[src/rtl/seq_magnitude_compare_if.sv]
// -----------------------------------------------------------------------------
// seq_magnitude_compare_if
//
// Purpose: bundles the request and result signals of the iterative magnitude
// comparator so the requester and the engine connect through one port each.
//
// Handshake: the requester raises start together with InA, InB and is_signed.
// The engine takes the request only while it is idle (busy=0, done=0). A start
// seen at any other time is dropped, not queued. Results gt/lt/eq are valid in
// the cycle where done is high and hold their value until the next completion.
// The requester may change the operands freely once the request is taken.
//
// Signals:
//   start      request strobe (requester -> engine)
//   is_signed  1 = two's-complement compare, 0 = unsigned
//   InA, InB   operands, sampled with start
//   busy       engine is scanning
//   done       one-cycle pulse, results valid
//   gt/lt/eq   registered result flags
// -----------------------------------------------------------------------------
interface seq_magnitude_compare_if #(
  parameter int WIDTH = 16
);
  logic             start;
  logic             is_signed;
  logic [WIDTH-1:0] InA;
  logic [WIDTH-1:0] InB;
  logic             busy;
  logic             done;
  logic             gt;
  logic             lt;
  logic             eq;

  // Requester side.
  modport master (
    output start, is_signed, InA, InB,
    input  busy, done, gt, lt, eq
  );

  // Compare engine side.
  modport slave (
    input  start, is_signed, InA, InB,
    output busy, done, gt, lt, eq
  );
endinterface

[src/rtl/seq_magnitude_compare.sv]
// -----------------------------------------------------------------------------
// seq_magnitude_compare
//
// Purpose: multi-cycle magnitude comparator. It scans the latched operands
// MSB-first, BITS_PER_CYCLE bits per cycle, and stops at the first group that
// differs. Signed compares are reduced to unsigned ones by flipping the sign
// bit of both operands when they are latched.
//
// Ports:
//   clk        system clock, rising edge
//   rst_n      synchronous active-low reset
//   bus        seq_magnitude_compare_if.slave (start/is_signed/InA/InB in,
//              busy/done/gt/lt/eq out)
//   dbg_state  current FSM state (IDLE=0, SCAN=1, DONE=2) for observation
//
// Timing: a start taken at edge E0 enters DONE at edge E0+k+1 when group k is
// the first to differ, or at E0+G when the operands are equal. DONE lasts one
// cycle, then the FSM returns to IDLE and may take the next start.
// -----------------------------------------------------------------------------
module seq_magnitude_compare #(
  parameter int WIDTH          = 16,
  parameter int BITS_PER_CYCLE = 4
) (
  input  logic                       clk,
  input  logic                       rst_n,
  seq_magnitude_compare_if.slave     bus,
  output logic [1:0]                 dbg_state
);

  localparam int G     = WIDTH / BITS_PER_CYCLE;
  localparam int IDX_W = (G > 1) ? $clog2(G) : 1;

  localparam logic [IDX_W-1:0] LAST_IDX = IDX_W'(G - 1);
  localparam logic [WIDTH-1:0] MSB_MASK = {1'b1, {(WIDTH-1){1'b0}}};

  typedef enum logic [1:0] {
    S_IDLE = 2'd0,
    S_SCAN = 2'd1,
    S_DONE = 2'd2
  } state_t;

  state_t            state, state_nxt;
  logic [IDX_W-1:0]  idx, idx_nxt;
  logic [WIDTH-1:0]  a_q, a_nxt;
  logic [WIDTH-1:0]  b_q, b_nxt;
  logic              gt_q, gt_nxt;
  logic              lt_q, lt_nxt;
  logic              eq_q, eq_nxt;

  // The operand registers are shifted left after every equal group, so the
  // group under test always sits in the top BITS_PER_CYCLE bits. This avoids
  // a variable part-select indexed by idx.
  logic [BITS_PER_CYCLE-1:0] grp_a;
  logic [BITS_PER_CYCLE-1:0] grp_b;

  assign grp_a = a_q[WIDTH-1 -: BITS_PER_CYCLE];
  assign grp_b = b_q[WIDTH-1 -: BITS_PER_CYCLE];

  // State and datapath registers. The operands are not reset because they
  // are always reloaded before they are used.
  always_ff @(posedge clk) begin
    if (!rst_n) begin
      state <= S_IDLE;
      idx   <= '0;
      gt_q  <= 1'b0;
      lt_q  <= 1'b0;
      eq_q  <= 1'b0;
    end else begin
      state <= state_nxt;
      idx   <= idx_nxt;
      gt_q  <= gt_nxt;
      lt_q  <= lt_nxt;
      eq_q  <= eq_nxt;
    end
  end

  always_ff @(posedge clk) begin
    a_q <= a_nxt;
    b_q <= b_nxt;
  end

  // Next-state and datapath logic.
  always_comb begin
    state_nxt = state;
    idx_nxt   = idx;
    a_nxt     = a_q;
    b_nxt     = b_q;
    gt_nxt    = gt_q;
    lt_nxt    = lt_q;
    eq_nxt    = eq_q;

    unique case (state)
      S_IDLE: begin
        if (bus.start) begin
          // Flipping the sign bit maps two's-complement order onto
          // unsigned order, so the scan itself never needs to know the mode.
          a_nxt     = bus.is_signed ? (bus.InA ^ MSB_MASK) : bus.InA;
          b_nxt     = bus.is_signed ? (bus.InB ^ MSB_MASK) : bus.InB;
          idx_nxt   = '0;
          state_nxt = S_SCAN;
        end
      end

      S_SCAN: begin
        if (grp_a != grp_b) begin
          // The first differing group decides the whole compare.
          gt_nxt    = (grp_a > grp_b);
          lt_nxt    = (grp_a < grp_b);
          eq_nxt    = 1'b0;
          state_nxt = S_DONE;
        end else if (idx == LAST_IDX) begin
          gt_nxt    = 1'b0;
          lt_nxt    = 1'b0;
          eq_nxt    = 1'b1;
          state_nxt = S_DONE;
        end else begin
          idx_nxt = idx + IDX_W'(1);
          a_nxt   = a_q << BITS_PER_CYCLE;
          b_nxt   = b_q << BITS_PER_CYCLE;
        end
      end

      S_DONE: begin
        state_nxt = S_IDLE;
      end

      default: begin
        state_nxt = S_IDLE;
      end
    endcase
  end

  assign bus.busy  = (state == S_SCAN);
  assign bus.done  = (state == S_DONE);
  assign bus.gt    = gt_q;
  assign bus.lt    = lt_q;
  assign bus.eq    = eq_q;
  assign dbg_state = state;

endmodule

[src/flat_wrapper.sv]
// flat-port wrapper written by rule: the top's interface ports become plain ports
module seq_magnitude_compare_flat 
#(
  parameter int WIDTH          = 16,
  parameter int BITS_PER_CYCLE = 4
)
  (clk, rst_n, dbg_state, bus_start, bus_is_signed, bus_InA, bus_InB, bus_busy, bus_done, bus_gt, bus_lt, bus_eq);
  seq_magnitude_compare_if #(.WIDTH(WIDTH)) bus_i ();
  input  logic clk;
  input  logic rst_n;
  output logic [1:0] dbg_state;
  input wire logic [$bits(bus_i.start)-1:0] bus_start;
  input wire logic [$bits(bus_i.is_signed)-1:0] bus_is_signed;
  input wire logic [$bits(bus_i.InA)-1:0] bus_InA;
  input wire logic [$bits(bus_i.InB)-1:0] bus_InB;
  output wire logic [$bits(bus_i.busy)-1:0] bus_busy;
  output wire logic [$bits(bus_i.done)-1:0] bus_done;
  output wire logic [$bits(bus_i.gt)-1:0] bus_gt;
  output wire logic [$bits(bus_i.lt)-1:0] bus_lt;
  output wire logic [$bits(bus_i.eq)-1:0] bus_eq;
  assign bus_i.start = bus_start;
  assign bus_i.is_signed = bus_is_signed;
  assign bus_i.InA = bus_InA;
  assign bus_i.InB = bus_InB;
  assign bus_busy = bus_i.busy;
  assign bus_done = bus_i.done;
  assign bus_gt = bus_i.gt;
  assign bus_lt = bus_i.lt;
  assign bus_eq = bus_i.eq;
  seq_magnitude_compare #(.WIDTH(WIDTH), .BITS_PER_CYCLE(BITS_PER_CYCLE)) u_core (.clk(clk), .rst_n(rst_n), .bus(bus_i), .dbg_state(dbg_state));
endmodule
[config.mk]
export PLATFORM = sky130hd
export DESIGN_NAME = seq_magnitude_compare_flat
export DESIGN_NICKNAME = d
export VERILOG_FILES = /design/src/rtl/seq_magnitude_compare_if.sv /design/src/rtl/seq_magnitude_compare.sv /design/src/flat_wrapper.sv
export SDC_FILE = /design/constraint.sdc
export NUM_CORES = 1
export LEC_CHECK = 0
export CORE_AREA = 2 2 64 66
export CTS_CLUSTER_SIZE = 10
export DETAILED_ROUTE_END_ITERATION = 6
export DIE_AREA = 0 0 66 68
export GPL_ROUTABILITY_DRIVEN = 0
export GPL_TIMING_DRIVEN = 1
export PLACE_DENSITY = 0.76
export SYNTH_ARGS = -nofsm -noshare
export SYNTH_HDL_FRONTEND = slang
export SYNTH_SLANG_ARGS = --single-unit
export TNS_END_PERCENT = 100
[constraint.sdc]
create_clock -name clk -period 8.8 [get_ports clk]
set_clock_uncertainty 0.05 [all_clocks]
set_input_delay 2.64 -clock clk [delete_from_list [all_inputs] [get_ports clk]]
set_output_delay 2.64 -clock clk [all_outputs]
set_load 0.02 [all_outputs]
==> results of run 1 <==
-- area by class of cell --
cell class                      count  area [um^2]  area share
Sequential cell                    39         1101      0.4819
Multi-Input combinational cell    116        585.6      0.2563
Timing Repair Buffer               43        427.9      0.1873
Clock buffer                        5        68.82     0.03012
Tap cell                           50        62.56     0.02738
Inverter                            8        30.03     0.01314
Clock inverter                      2        8.758    0.003834
-- layout by cell type (no fill, tap or decap) --
| cell type | count |
|---|---|
| nor2_1 | 2 |
| nor2b_1 | 1 |
| nand4_1 | 1 |
| clkinv_2 | 1 |
| a31oi_1 | 1 |
| nand2b_1 | 1 |
| nand3_1 | 2 |
| nand2b_2 | 1 |
| and2_1 | 10 |
| xnor2_1 | 2 |
| nor3_1 | 1 |
| nand2_1 | 71 |
| o22ai_1 | 2 |
| o21a_1 | 1 |
| nor3b_1 | 1 |
| a21oi_1 | 3 |
| o211a_1 | 1 |
| buf_4 | 1 |
| o31ai_1 | 1 |
| or4_1 | 1 |
| o211ai_1 | 2 |
| clkbuf_8 | 5 |
| o21ai_0 | 4 |
| dfxtp_1 | 7 |
| a31o_2 | 1 |
| edfxtp_1 | 32 |
| clkdlybuf4s50_1 | 42 |
| ha_1 | 5 |
| inv_1 | 8 |
| nor2b_2 | 1 |
| clkinv_1 | 1 |
-- flip-flops by register name, indices dropped and copies added (netlist names) --
signal,flops
u_core.bus.gt,1
u_core.a_q,16
u_core.bus.eq,1
u_core.b_q,16
u_core.idx,2
u_core.dbg_state,2
u_core.bus.lt,1
-- how the worst max path moves through the flow --
stage	startpoint	to	slack [ns]	cells after the start
6_report	u_core.dbg_state[1]$_SDFFE_PN0P_	bus_busy	3.48	3
3_3_place_gp	u_core.dbg_state[1]$_SDFFE_PN0P_	bus_busy	3.79	3
4_1_cts	u_core.dbg_state[1]$_SDFFE_PN0P_	bus_busy	3.40	3
3_5_place_dp	u_core.dbg_state[1]$_SDFFE_PN0P_	bus_busy	3.72	3
2_1_floorplan	bus_start	u_core.a_q[0]$_SDFFCE_PP0P_	4.06	3
5_1_grt	u_core.dbg_state[0]$_SDFFE_PN0P_	bus_busy	3.23	3
-- critical path, delay by kind of cell (launching register included) --
kind / cells / cell delay, ns
and+or+nand+nor: 1 / 0.46
buffers and inverters: 2 / 1.51
DFF: 1 / 0.35
-- power breakdown --
part	internal [uW]	leakage (uW)	switching, uW
clock	52.7	0.0000414	56.2
sequential	220	0.000366	4.74
combinational	30.3	0.000524	30.1
total	303	0.000932	91.0
-- layer usage --
| metal | global-route usage | share of wire | routed length [um] |
|---|---|---|---|
| met5 | 0 | 0 | 0 |
| met2 | 0.2525 | 0.48 | 1377 |
| met3 | 0.04770 | 0.053 | 152 |
| met1 | 0.1638 | 0.44 | 1244 |
| met4 | 0.09184 | 0.024 | 68 |
-- cell families (layout without fill, tap and decap cells) --
kind of cell / count (synthesis) / count (layout) / synth area share
fa+ha+maj: 5 / 5 / 0.03587
simple gates: 93 / 93 / 0.2296
flops: 39 / 39 / 0.6313
xor+xnor: 2 / 2 / 0.01004
buf+inv: 15 / 58 / 0.03443
compound gates: 16 / 16 / 0.05882
-- metrics by stage --
| stage | instance area [um^2] | util | power (uW) |
|---|---|---|---|
| 2_1_floorplan | 1744 | - | 263.5 |
| 3_3_place_gp | 2207 | 0.5724 | 288.7 |
| 3_5_place_dp | 2207 | 0.5724 | 290.9 |
| 4_1_cts | 2285 | 0.5925 | 400.5 |
| 5_1_grt | 2285 | 0.5925 | 416.6 |
| 6_report | 2285 | 0.5925 | 394.3 |
==> results_dict.tcl, run 1 <==
set metrics [dict create \
    setup_ws_ns 3.478 \
    status "finished, final reports clean" \
    r2r.worst_path.cells 5 \
    crit_fanout 33 \
    synth_top_cell_by_area "edfxtp_1" \
    synth_top_area_frac 0.5509 \
    place_inst 256 \
    drive_above_1_share 0.04695 \
    core_area_um2 3856 \
    ir_drop_uv 134.4 \
    cp_data_arrival_time_ns 2.63 \
    io_buffers 42 \
    drtAntennaViolNets 0 \
    hold_class "register to register" \
    overflow 0 \
    maxCapViolCount 0 \
    whs_endpoint "u_core.bus.lt$_SDFFE_PN0P_" \
    wire_per_inst_um 10.81 \
    cts_buffers 5 \
    crit_type "register to output port" \
    cts_hold_buf 0 \
    clk_pin_slew_ns 0.07 \
    dieHeight_um 68 \
    syn_area_per_cell_um2 10.26 \
    regToRegSetupSlack_ns 6.54 \
    slew_headroom 0.4353 \
    drt-initial-drc-count 55 \
    netlist_area_um2 1744 \
    p_leak_uw 0.0009317 \
    dp_hpwl_um 1956 \
    clockRootBuffer "clkbuf_8" \
    track_usage 0.1490 \
    cts_buffer_depth 2 \
    post_cts_buffers 0 \
    boundaryPins 43 \
    start_kind "register" \
    r2r-start "u_core.dbg_state[1]$_SDFFE_PN0P_" \
    regToRegEndpoint "u_core.bus.lt$_SDFFE_PN0P_" \
    die_w_um 66 \
    crit_path_top_delay_cell "inv_1" \
    clkLatencyLatePin_ns 0.28 \
    viasPerCell 4.722 \
    stdcell_count 263 \
    grt_pass1_wl_um 4857 \
    hold_ws_ns 0.4318 \
    ys_top_cells_by_count "nand2_1, edfxtp_1, and2_1, inv_1, dfxtp_1" \
    rsz0062_at_grt "no" \
    num_rows 23 \
    syn_nets 211 \
    worstPathRequired_ns 6.11 \
    cpPeakStageDelay_ns 0.76 \
    fill_cells 340 \
    cp_cell_sequence "nand2b_2 -> inv_1 -> clkdlybuf4s50_1" \
    period_share 0.6047 \
    drt_pass1_iterations 4 \
    drc 0 \
    antenna_found_initial 0 \
    finalSetupViolations 0 \
    vias 1242 \
    ys_seq_area_frac 0.6313 \
    tightestPinTransition_ns 0.8461 \
    min_from "u_core.bus.lt$_SDFFE_PN0P_" \
    wirelength_um 2842 \
    synthTopCellsByArea "edfxtp_1, nand2_1, dfxtp_1" \
    dpl_worst_slack_ns 3.724 \
    cts_max_level 2 \
    grt_max_degree 34 \
    yosys_most_used_dff "edfxtp_1" \
    die_area_um2 4488 \
    cts_resized 0 \
    timing.fmax_mhz 187.9 \
    cts_sinks 39 \
    final-max-slew-violation-count 0 \
    syn_to_final_growth_pct 30.99 \
    power_density_nw_per_um2 172.6 \
    yosysMostFrequentCell "nand2_1" \
    yosys_warnings 0 \
    syn_inst 170 \
    synth_edf_count 32 \
    min_path_cells 2 \
    tns_ns 0 \
    hold_viol_final 0 \
    critPathCaptureType "output port" \
    final_nets 254 \
    cts_tree "built" \
    diodes 0 \
    initial_core_util 0.4523 \
    grt_pass1_vias 1156 \
    period_needed_ns 5.322 \
    netlist-cell-type-count 27 \
    ys_ff_latch 39 \
    async_flop_share 0 \
]
(Power assumes the default switching activity.)
==> run 2, diff against run 1 <==
--- a/config.mk
+++ b/config.mk
@@ -5,13 +5,13 @@
 export SDC_FILE = /design/constraint.sdc
 export NUM_CORES = 1
 export LEC_CHECK = 0
-export CORE_AREA = 2 2 64 66
+export CORE_AREA = 2 2 66 68
 export CTS_CLUSTER_SIZE = 10
 export DETAILED_ROUTE_END_ITERATION = 6
-export DIE_AREA = 0 0 66 68
+export DIE_AREA = 0 0 68 70
 export GPL_ROUTABILITY_DRIVEN = 0
 export GPL_TIMING_DRIVEN = 1
-export PLACE_DENSITY = 0.76
+export PLACE_DENSITY = 0.75
 export SYNTH_ARGS = -nofsm -noshare
 export SYNTH_HDL_FRONTEND = slang
 export SYNTH_SLANG_ARGS = --single-unit
==> constraint.sdc (replaced) <==
create_clock -name clk -period 4.31 [get_ports clk]
set_clock_uncertainty 0.05 [all_clocks]
set_input_delay 1.293 -clock clk [delete_from_list [all_inputs] [get_ports clk]]
set_output_delay 1.293 -clock clk [all_outputs]
set_load 0.02 [all_outputs]
==> run 2 against run 1 <==
Final cell count grew 1.9%. Clock power is 110% higher. Worst hold slack better by 0.0048 ns. Global-route usage decreased by 1.8 points. Non-clock buffer count grew 2. Register-to-register slack lost 4.4 ns. Power grew 110%. Critical path depth up 1. Die area increased by 6.1%. Critical path type unchanged. Critical endpoint unchanged. Highest routed layer unchanged.
==> results_dict.tcl, run 2 (synthesized netlist as in run 1, its figures left out) <==
set metrics [dict create \
    status "finished, final reports clean" \
    viasPerCell 4.728 \
    final_core_util 0.5562 \
    ir_drop_uv 236.3 \
    antenna_found_initial 0 \
    switchingPower_uw 190.1 \
    wire_per_inst_um 10.71 \
    crit_end "bus_busy" \
    cts_max_level 2 \
    crit_fanout 33 \
    tightestPinTransition_ns 0.4046 \
    track_usage 0.1306 \
    clkLatencyLatePin_ns 0.28 \
    start_kind "register" \
    initial_core_util 0.4209 \
    hold_class "register to register" \
    die_w_um 68 \
    regArea_um2 1101 \
    cts_hold_buf 0 \
    maxCapViolCount 0 \
    period_share 0.7237 \
    stdcell_count 268 \
    seqPwrFrac 0.565 \
    overflow 0 \
    p_leak_uw 0.0009402 \
    grt_pass1_vias 1151 \
    cp-startpoint "u_core.dbg_state[1]$_SDFFE_PN0P_" \
    regToRegEndpoint "u_core.a_q[8]$_DFFE_PP_" \
    clockRootBuffer "clkbuf_8" \
    boundaryPins 43 \
    tns_ns 0 \
    num_rows 24 \
    diodes 0 \
    top_regs "u_core.a_q: 16 flops, u_core.b_q: 16 flops" \
    clk_pin_slew_ns 0.07 \
    finalSetupViolations 0 \
    drt_pass1_iterations 4 \
    cts_tree "built" \
    period_needed_ns 3.119 \
    drtAntennaViolNets 0 \
    syn_to_final_growth_pct 32.14 \
    timing.fmax_mhz 320.6 \
    dieHeight_um 70 \
    final_nets 256 \
    cp_data_arrival_time_ns 1.78 \
    r2r-start "u_core.a_q[15]$_DFFE_PP_" \
    cts_buffer_depth 2 \
    min_path_cells 2 \
    drc 0 \
    grt_max_degree 34 \
    power_density_nw_per_um2 353.0 \
    die_area_um2 4760 \
    drt-initial-drc-count 52 \
    switching_share 0.2336 \
    cts_resized 0 \
    core_area_um2 4144 \
    regToRegSetupSlack_ns 2.19 \
    clockPowerShare 0.280 \
    place_inst 260 \
    grt_pass1_wl_um 4685 \
    vias 1267 \
    io_buffers 42 \
    dp_hpwl_um 1959 \
    intPower_uw 623.6 \
    crit_type "register to output port" \
    hold_viol_final 0 \
    cts_sinks 39 \
    post_cts_buffers 0 \
    critPathCaptureType "output port" \
    final_cell_mix "nand2_1, clkdlybuf4s50_1, edfxtp_1" \
    worstPathRequired_ns 2.97 \
    rsz0062_at_grt "no" \
    drive_above_1_share 0.05093 \
    slew_headroom 0.7303 \
    final_common_cell "nand2_1" \
    cts_buffers 5 \
    multi_input_area_um2 585.6 \
    power_frac_comb 0.155 \
    fill_cells 371 \
    r2r.worst_path.cells 5 \
    wirelength_um 2870 \
    final-max-slew-violation-count 0 \
]
run 2: critical path: stages (launching register included):
cell	delay, ns
dfxtp_1	0.41
nand2b_2	0.14
buf_4	0.29
inv_1	0.09
clkdlybuf4s50_1	0.55
run 2: cell type report:
| cell class | count | area share |
|---|---|---|
| clock buffers | 6 | 0.03149 |
| clock inverters | 2 | 0.003257 |
| inverters | 8 | 0.01303 |
| multi-input cells | 116 | 0.2541 |
| flip-flops and latches | 39 | 0.4777 |
| well taps | 52 | 0.02823 |
| repair buffers | 45 | 0.1922 |
run 2: through the flow:
stage | cell area [um^2] | hold WS (ns) | setup slack, ns | power (uW)
floorplan | 1744 | 0.4284 | 0.9153 | 538.0
CTS | 2305 | 0.4390 | 1.173 | 820.3
global route | 2305 | 0.4544 | 1.090 | 850.9
finish | 2305 | 0.4366 | 1.191 | 813.7
global placement | 2225 | 0.4272 | 1.459 | 591.7
detailed placement | 2225 | 0.4248 | 1.435 | 595.5
run 2: how the worst min path moves through the flow:
| stage | from | end | slack, ns |
|---|---|---|---|
| final | u_core.bus.lt$_SDFFE_PN0P_ | u_core.bus.lt$_SDFFE_PN0P_ | 0.44 |
| after global routing | u_core.bus.lt$_SDFFE_PN0P_ | u_core.bus.lt$_SDFFE_PN0P_ | 0.45 |
| after CTS | u_core.bus.lt$_SDFFE_PN0P_ | u_core.bus.lt$_SDFFE_PN0P_ | 0.44 |
| after detailed placement | u_core.bus.lt$_SDFFE_PN0P_ | u_core.bus.lt$_SDFFE_PN0P_ | 0.42 |
| after global placement | u_core.bus.lt$_SDFFE_PN0P_ | u_core.bus.lt$_SDFFE_PN0P_ | 0.43 |
| after floorplan | u_core.idx[0]$_SDFFE_PN0P_ | u_core.idx[0]$_SDFFE_PN0P_ | 0.43 |
run 2: layer usage:
layer | track usage | part of all wire | vias to the layer above
met4 | 0.05333 | 0.0080 | 0
met3 | 0.04187 | 0.065 | 4
met1 | 0.1665 | 0.45 | 575
met2 | 0.2028 | 0.48 | 34
li1 | - | - | 654
met5 | 0 | 0 | -
run 2: power by group through the flow:
stage / Clock [uW] / Combinational, uW / Sequential [uW]
after global placement: 0 / 125 / 467
after global routing: 246 / 142 / 462
after detailed placement: 0 / 127 / 468
after CTS: 233 / 128 / 460
final: 228 / 126 / 460
after floorplan: 0 / 68.0 / 470
==> run 3, diff against run 2 <==
==> constraint.sdc (replaced) <==
create_clock -name clk -period 2.8 [get_ports clk]
set_clock_uncertainty 0.05 [all_clocks]
set_input_delay 0.84 -clock clk [delete_from_list [all_inputs] [get_ports clk]]
set_output_delay 0.84 -clock clk [all_outputs]
set_load 0.02 [all_outputs]
==> run 3 against run 2 <==
Count of clock-buffer cells in the layout is the same. Sequential cell count is the same. Die area is the same. Critical path depth shrank 1. Sequential share of layout area shrank 0.26 points. Worst hold slack gained 0.0079 ns. Wire length shrank 0.38%. Worst setup slack lost 0.85 ns. Power grew 55%.
==> results_dict.tcl, run 3 (synthesized netlist as in run 1, its figures left out) <==
set metrics [dict create \
    dp_hpwl_um 1976 \
    clockRootBuffer "clkbuf_8" \
    die_w_um 68 \
    cts_tree "built" \
    core_area_um2 4144 \
    final_cell_mix "nand2_1, clkdlybuf4s50_1, edfxtp_1" \
    top_regs "u_core.a_q: 16 flops, u_core.b_q: 16 flops" \
    p_leak_uw 0.0009443 \
    wirelength_um 2859 \
    cts_hold_buf 0 \
    regToRegSetupSlack_ns 0.85 \
    crit_fanout 6 \
    grt_pass1_vias 1188 \
    start_kind "register" \
    drt-initial-drc-count 43 \
    cp_cell_sequence "nand2b_2 -> inv_1 -> clkdlybuf4s50_1" \
    track_usage 0.1358 \
    tightestPinTransition_ns 0.2920 \
    maxCapViolCount 0 \
    crit_path_top_delay_cell "clkdlybuf4s50_1" \
    final-max-slew-violation-count 0 \
    io_buffers 42 \
    rsz0062_at_grt "no" \
    antenna_found_initial 0 \
    dieHeight_um 70 \
    whs_endpoint "u_core.bus.gt$_SDFFE_PN0P_" \
    hold_ws_ns 0.4445 \
    placed_cell_area_um2 2237 \
    vias 1256 \
    min_from "u_core.bus.gt$_SDFFE_PN0P_" \
    finalSetupViolations 0 \
    crit_type "register to output port" \
    status "finished, final reports clean" \
    r2r.worst_path.cells 5 \
    timing.fmax_mhz 406.2 \
    clk_pin_slew_ns 0.07 \
    fin_area_um2 2317 \
    diodes 0 \
    initial_core_util 0.4209 \
    period_share 0.8791 \
    worstPathRequired_ns 1.91 \
    hold_class "register to register" \
    drc 0 \
    cts_max_level 2 \
    grt_pass1_wl_um 4781 \
    final_nets 256 \
    num_rows 24 \
    power_density_nw_per_um2 543.1 \
    regToRegEndpoint "u_core.a_q[8]$_DFFE_PP_" \
    critPathCaptureType "output port" \
    cts_sinks 39 \
    hold_viol_final 0 \
    tns_ns 0 \
    ir_drop_uv 341.5 \
    cts_buffer_depth 2 \
    cp_data_arrival_time_ns 1.57 \
    syn_to_final_growth_pct 32.85 \
    post_cts_buffers 0 \
    die_area_um2 4760 \
    viasPerCell 4.687 \
    cts_resized 0 \
    period_needed_ns 2.462 \
    cp_top_family "buffers and inverters" \
    min_path_cells 2 \
    slew_headroom 0.8053 \
    final_common_cell "nand2_1" \
    cp.depth 3 \
    cpPeakStageDelay_ns 0.61 \
    cts_buffers 5 \
    drtAntennaViolNets 0 \
    overflow 0 \
    drt_pass1_iterations 4 \
    wire_per_inst_um 10.67 \
    drive_above_1_share 0.05093 \
    grt_max_degree 34 \
    clkLatencyLatePin_ns 0.28 \
    worst-path-buf-inv 2 \
    boundaryPins 43 \
    r2r-start "u_core.a_q[15]$_DFFE_PP_" \
]
[run 3: changes by cell type in the layout (fill, tap and decap cells not counted)]
cell | previous run | this run
buf_12 | 0 | 1
buf_4 | 3 | 2
[run 3: area by class of cell]
class                           instances  area (um^2)
Fill cell                             365         1827
Sequential cell                        39         1101
Multi-Input combinational cell        116        585.6
Timing Repair Buffer                   45        455.4
Clock buffer                            6        72.57
Tap cell                               52        65.06
Inverter                                8        30.03
Clock inverter                          2        7.507
[run 3: worst max path at each step]
stage                                                start                     endpoint  slack [ns]
after global routing      u_core.dbg_state[1]$_SDFFE_PN0P_                     bus_busy        0.28
after global placement                           bus_start  u_core.a_q[2]$_SDFFCE_PP0P_        0.54
final                     u_core.dbg_state[1]$_SDFFE_PN0P_                     bus_busy        0.34
after floorplan                   u_core.a_q[15]$_DFFE_PP_  u_core.a_q[0]$_SDFFCE_PP0P_        0.39
after detailed placement                         bus_start      u_core.a_q[6]$_DFFE_PP_        0.54
after CTS                 u_core.dbg_state[1]$_SDFFE_PN0P_                     bus_busy        0.33
[run 3: worst min-delay path, stage by stage (launching register included)]
cell and delay, ns:
dfxtp_1 0.32, nand3_1 0.07, o22ai_1 0.07
[run 3: report_power, final]
group,switching (uW),internal (uW),total [uW]
Clock,183,170,352
Combinational,96.7,102,198
Sequential,15.7,692,708
Total,295,964,1260
[run 3: metal layers]
metal  global-route usage  routed length [um]  up-vias
li1                     -                   -      656
met1               0.1576                1272      563
met2               0.2244                1395       32
met3              0.04831                 147        5
met4              0.05333                  42        0
met5                    0                   0        -
[run 3: metrics by stage]
stage | power (uW) | cells | util | worst slack, ns
3_3_place_gp | 915.6 | 260 | 0.5399 | 0.5444
3_5_place_dp | 922.5 | 260 | 0.5399 | 0.5377
2_1_floorplan | 827.7 | 170 | - | 0.3884
5_1_grt | 1321 | 268 | 0.5592 | 0.2814
4_1_cts | 1269 | 268 | 0.5592 | 0.3309
6_report | 1259 | 268 | 0.5592 | 0.3384
